<file path="src/rtl/router_pkg.sv">
// Shared types for the 1x3 router control path: FSM state codes and port addresses.
package router_pkg;

  typedef enum logic [2:0] {
    DECODE_ADDRESS     = 3'd0,
    LOAD_FIRST_DATA    = 3'd1,
    LOAD_DATA          = 3'd2,
    WAIT_TILL_EMPTY    = 3'd3,
    CHECK_PARITY_ERROR = 3'd4,
    LOAD_PARITY        = 3'd5,
    FIFO_FULL_STATE    = 3'd6,
    LOAD_AFTER_FULL    = 3'd7
  } state_t;

  localparam logic [1:0] ADDR0 = 2'd0;
  localparam logic [1:0] ADDR1 = 2'd1;
  localparam logic [1:0] ADDR2 = 2'd2;

endpackage

</file>
<file path="src/rtl/fsm.sv">
// Router control FSM: decodes the header address, sequences header/payload/parity
// loading, handles FIFO-full stalls and per-port soft resets. Moore outputs only.
module fsm
  import router_pkg::*;
(
  input  logic       clk,
  input  logic       resetn,
  input  logic       packet_valid,
  input  logic [1:0] datain,
  input  logic       fifo_full,
  input  logic       fifo_empty_0,
  input  logic       fifo_empty_1,
  input  logic       fifo_empty_2,
  input  logic       soft_reset_0,
  input  logic       soft_reset_1,
  input  logic       soft_reset_2,
  input  logic       parity_done,
  input  logic       low_packet_valid,
  output logic       write_enb_reg,
  output logic       detect_add,
  output logic       ld_state,
  output logic       laf_state,
  output logic       lfd_state,
  output logic       full_state,
  output logic       rst_int_reg,
  output logic       busy,
  output logic [2:0] current_state
);

  state_t     state, next_state;
  logic [1:0] addr;
  logic       soft_hit;
  logic       empty_in;
  logic       empty_latched;

  always_ff @(posedge clk) begin
    if (resetn) begin
      state <= DECODE_ADDRESS;
      addr  <= '0;
    end else begin
      state <= next_state;
      if (state == DECODE_ADDRESS && packet_valid)
        addr <= datain;
    end
  end

  // Soft reset is qualified by the latched address, so a reset on an idle
  // port never disturbs a packet in flight to another port.
  always_comb begin
    soft_hit = (soft_reset_0 && addr == ADDR0) ||
               (soft_reset_1 && addr == ADDR1) ||
               (soft_reset_2 && addr == ADDR2);
  end

  always_comb begin
    empty_in = 1'b0;
    case (datain)
      ADDR0:   empty_in = fifo_empty_0;
      ADDR1:   empty_in = fifo_empty_1;
      ADDR2:   empty_in = fifo_empty_2;
      default: empty_in = 1'b0;
    endcase
  end

  always_comb begin
    empty_latched = 1'b0;
    case (addr)
      ADDR0:   empty_latched = fifo_empty_0;
      ADDR1:   empty_latched = fifo_empty_1;
      ADDR2:   empty_latched = fifo_empty_2;
      default: empty_latched = 1'b0;
    endcase
  end

  always_comb begin
    next_state = state;
    if (soft_hit) begin
      next_state = DECODE_ADDRESS;
    end else begin
      case (state)
        DECODE_ADDRESS:
          if (packet_valid && datain != 2'd3)
            next_state = empty_in ? LOAD_FIRST_DATA : WAIT_TILL_EMPTY;
        LOAD_FIRST_DATA:
          next_state = LOAD_DATA;
        LOAD_DATA:
          if (fifo_full)          next_state = FIFO_FULL_STATE;
          else if (!packet_valid) next_state = LOAD_PARITY;
        LOAD_PARITY:
          next_state = CHECK_PARITY_ERROR;
        CHECK_PARITY_ERROR:
          next_state = fifo_full ? FIFO_FULL_STATE : DECODE_ADDRESS;
        FIFO_FULL_STATE:
          if (!fifo_full) next_state = LOAD_AFTER_FULL;
        LOAD_AFTER_FULL:
          if (parity_done)           next_state = DECODE_ADDRESS;
          else if (low_packet_valid) next_state = LOAD_PARITY;
          else                       next_state = LOAD_DATA;
        WAIT_TILL_EMPTY:
          if (empty_latched) next_state = LOAD_FIRST_DATA;
        default:
          next_state = DECODE_ADDRESS;
      endcase
    end
  end

  always_comb begin
    detect_add    = (state == DECODE_ADDRESS);
    lfd_state     = (state == LOAD_FIRST_DATA);
    ld_state      = (state == LOAD_DATA);
    laf_state     = (state == LOAD_AFTER_FULL);
    full_state    = (state == FIFO_FULL_STATE);
    rst_int_reg   = (state == CHECK_PARITY_ERROR);
    write_enb_reg = (state == LOAD_DATA) || (state == LOAD_PARITY) ||
                    (state == LOAD_AFTER_FULL);
    busy          = !((state == DECODE_ADDRESS) || (state == LOAD_DATA));
    current_state = state;
  end

endmodule

</file>
<file path="config.mk">
export PLATFORM = sky130hd
export DESIGN_NAME = fsm
export DESIGN_NICKNAME = d
export VERILOG_FILES = /design/src/rtl/router_pkg.sv /design/src/rtl/fsm.sv
export SDC_FILE = /design/constraint.sdc
export NUM_CORES = 1
export LEC_CHECK = 0
export CORE_UTILIZATION = 25
export DETAILED_ROUTE_END_ITERATION = 8
export GPL_ROUTABILITY_DRIVEN = 0
export PLACE_DENSITY_LB_ADDON = 0.3
export SETUP_SLACK_MARGIN = 0.15
export SYNTH_ARGS = -nofsm -noshare
export SYNTH_HDL_FRONTEND = slang
export SYNTH_SLANG_ARGS = --single-unit
</file>
<file path="constraint.sdc">
create_clock -name clk -period 1.8 [get_ports clk]
set_input_delay 0.36 -clock clk [delete_from_list [all_inputs] [get_ports clk]]
set_output_delay 0.36 -clock clk [all_outputs]
set_load 0.01 [all_outputs]
</file>
==> summary.md <==
| Metric | Value |
|---|---|
| Fin crit period | `1.60 ns` |
| DRT Pass-1 Iters | `4` |
| Seq cells post-synth | `5` |
| Syn Std Cell Area | `468 um2` |
| Area share of the largest cell type after synthesis | `21.4%` |
| Remaining DRCs | `0` |
| Hold-fix buffers, CTS | `0` |
| Post-Syn Nets | `72` |
| DR iter-0 viols | `8` |
| CTS sink cnt | `5` |
| Static Leak | `0.000413 uW` |
| Clk slew on worst S/H paths | `0.04 ns` |
| Fillcell total | `171` |
| Crit path DAT | `1.24 ns` |
| GR Util All Layers | `15.1%` |
| Dominant cells by area after synthesis | `dfxtp_1 (21%), mux2i_1 (6.4%), a2111oi_2 (6.4%), nand2_1 (6.4%), nand3b_1 (6.4%)` |
| Fraction of registers with async set/reset | `0%` |
| Sequential cell area | `108 um2` |
| Rel. slew slack | `76.7%` |
| Mapped Cells | `58` |
| Final std cells w/o fill | `125` |
| Global-route wire length before repair | `2210 um` |
| Layout Cell Area excl Fill | `870 um2` |
| Core footprint | `0.00175 mm2` |
| Placed insts | `113` |
| Status | `finished, final reports clean` |
| CP Class | `reg2out` |
| Initial antenna violation count | `0` |
| Fmax | `0.624 GHz` |
| Final setup fails | `0` |
| MaxCap Viol Count | `0` |
| Starting Density | `26.8%` |
| Util after Layout | `49.8%` |
| Period utilization | `89.0%` |
| CP Capture Type | `output port` |
| R2R setup slack | `0.26 ns` |
| Unrepaired setup endpoints after global routing | `no` |
| Die height | `45.3 um` |
| Total congestion overflow | `0` |
| Row count | `15` |
| Final antenna-violating net count | `0` |
| Area of the multi-input gates | `342 um2` |
| Biggest area consumer among synthesized cells | `dfxtp_1` |
| Post-synthesis cell type count | `30` |
| Placement-stage cell area | `777 um2` |
| Syn avg cell area | `8.07 um2` |
| Peak VDD IR | `0.455 mV` |
| Clk buf depth | `2` |
| Total CTS buffers | `3` |
| Via Count | `580` |
| Area grow syn2layout | `85.8%` |
| Vias/cell | `4.64` |
| Share of cells above drive strength 1 | `33.0%` |
| Root buffer cell | `clkbuf_4` |
| Num ports | `25` |
| Routed len/inst | `10.7 um` |
| Setup TNS | `0 ns` |
| CP required | `1.44 ns` |
| Crit path max fanout | `8` |
| Post-synth EDFFs | `0` |
| Post-synthesis sequential area ratio | `21.4%` |
| Slew Limit Fails | `0` |
| Leading register cell type out of synthesis | `dfxtp_1` |
| PD cells | `584 mW/mm2` |
| H-tree depth | `1` |
| Largest net degree at the start of global routing | `12` |
| Worst-skew pair later-pin latency | `0.24 ns` |
| Die width | `45.3 um` |
| Vias in the first global route | `569` |
| Clk_skew | `0.00233 ns` |
| CTS tree | `done` |
| Nets | `115` |
| HPWL after DPL | `946 um` |
| Final Hold Viols | `0` |
| Hold/Removal Path Class | `reg2reg` |
| CP startpoint kind | `flop` |
| PortBufs | `24` |
| Total die area | `0.00205 mm2` |
| Total Wirelength | `1330 um` |
| Diode count | `0` |
| Slew @ Worst Pin | `0.348 ns` |
| Synthesis warning total | `0` |
## worst paths after layout
check	start	endpoint	depth (start not counted)
worst max-delay path	current_state[2]	write_enb_reg	4
worst min-delay path	addr[1]	addr[1]	2
worst max register to register	current_state[1]	current_state[0]	6
worst min register to register	addr[1]	addr[1]	2
## report_power, final
group / internal, uW / switching (uW) / total (uW)
sequential: 121 / 16.4 / 138
combinational: 141 / 100 / 241
clock: 83.8 / 45.5 / 129
## per-stage QoR
stage               hold WS, ns  setup WS (ns)  total power (uW)
floorplan                 0.429          0.291               250
global placement          0.514        -0.0881               366
detailed placement        0.512        -0.0533               366
CTS                       0.518          0.109               515
global route              0.581          0.158               549
finish                    0.521          0.197               508
## flip-flops by register name, indices dropped and copies added (netlist names)
| signal | flops |
|---|---|
| current_state | 3 |
| addr | 2 |
## worst max-delay path: stages, from the launching register on
cell and delay (ns):
dfxtp_4 0.37, buf_4 0.16, nor3b_4 0.24, a21o_1 0.11, clkbuf_2 0.12
## metal layers
metal / up-vias / GRT usage (%) / part of all wire [%]
li1: 303 / - / -
met1: 254 / 16.7 / 43
met2: 21 / 27.0 / 48
met3: 2 / 4.00 / 7.0
met4: 0 / 6.06 / 1.6
met5: - / 0 / 0
## final cells by class
cell class,count,area share [%]
inverters,2,0.863
multi-input cells,48,39.3
flip-flops and latches,5,12.4
repair buffers,41,40.9
clock buffers,4,3.02
well taps,25,3.60
## cell usage in the layout (no fill, tap or decap), types with 2 or more instances in the layout
cell             synthesis  layout
nand2_1                  8       8
mux2i_1                  3       3
buf_4                    0      16
a21boi_0                 2       2
nor2_1                   2       2
nor3_1                   2       2
dfxtp_4                  0       2
dlymetal6s2s_1           0       2
dfxtp_1                  5       3
nand3b_1                 4       4
clkdlybuf4s50_1          0      13
dlygate4sd2_1            0       4
a2111oi_2                2       2
clkbuf_2                 0       3
nand3_1                  3       3
clkbuf_4                 1       3
a21oi_1                  3       3
o21ai_0                  3       3
## synthesized netlist by cell type (all sizes together), types with 2 or more instances
cell / instances
nand2: 8
dfxtp: 5
a21oi: 4
nand3b: 4
mux2i: 3
nand3: 3
nor3: 3
o21ai: 3
a2111oi: 2
a21boi: 2
buf: 2
inv: 2
nor2: 2
nor3b: 2
## cell families after synthesis
group / count (synthesis) / share of synthesized area (%)
multiplexers: 3 / 6.42
AND/OR/NAND/NOR: 28 / 35.8
AO/OA/AOI/OAI: 17 / 28.3
buffers and inverters: 5 / 8.02
flip-flops: 5 / 21.4
## what timing repair did
item,in CTS,in global routing
setup endpoints to repair,12,7
setup buffers,8,0
pin swaps,1,1
cloned,0,0
resized for setup,16,11
(Power assumes the default switching activity.)
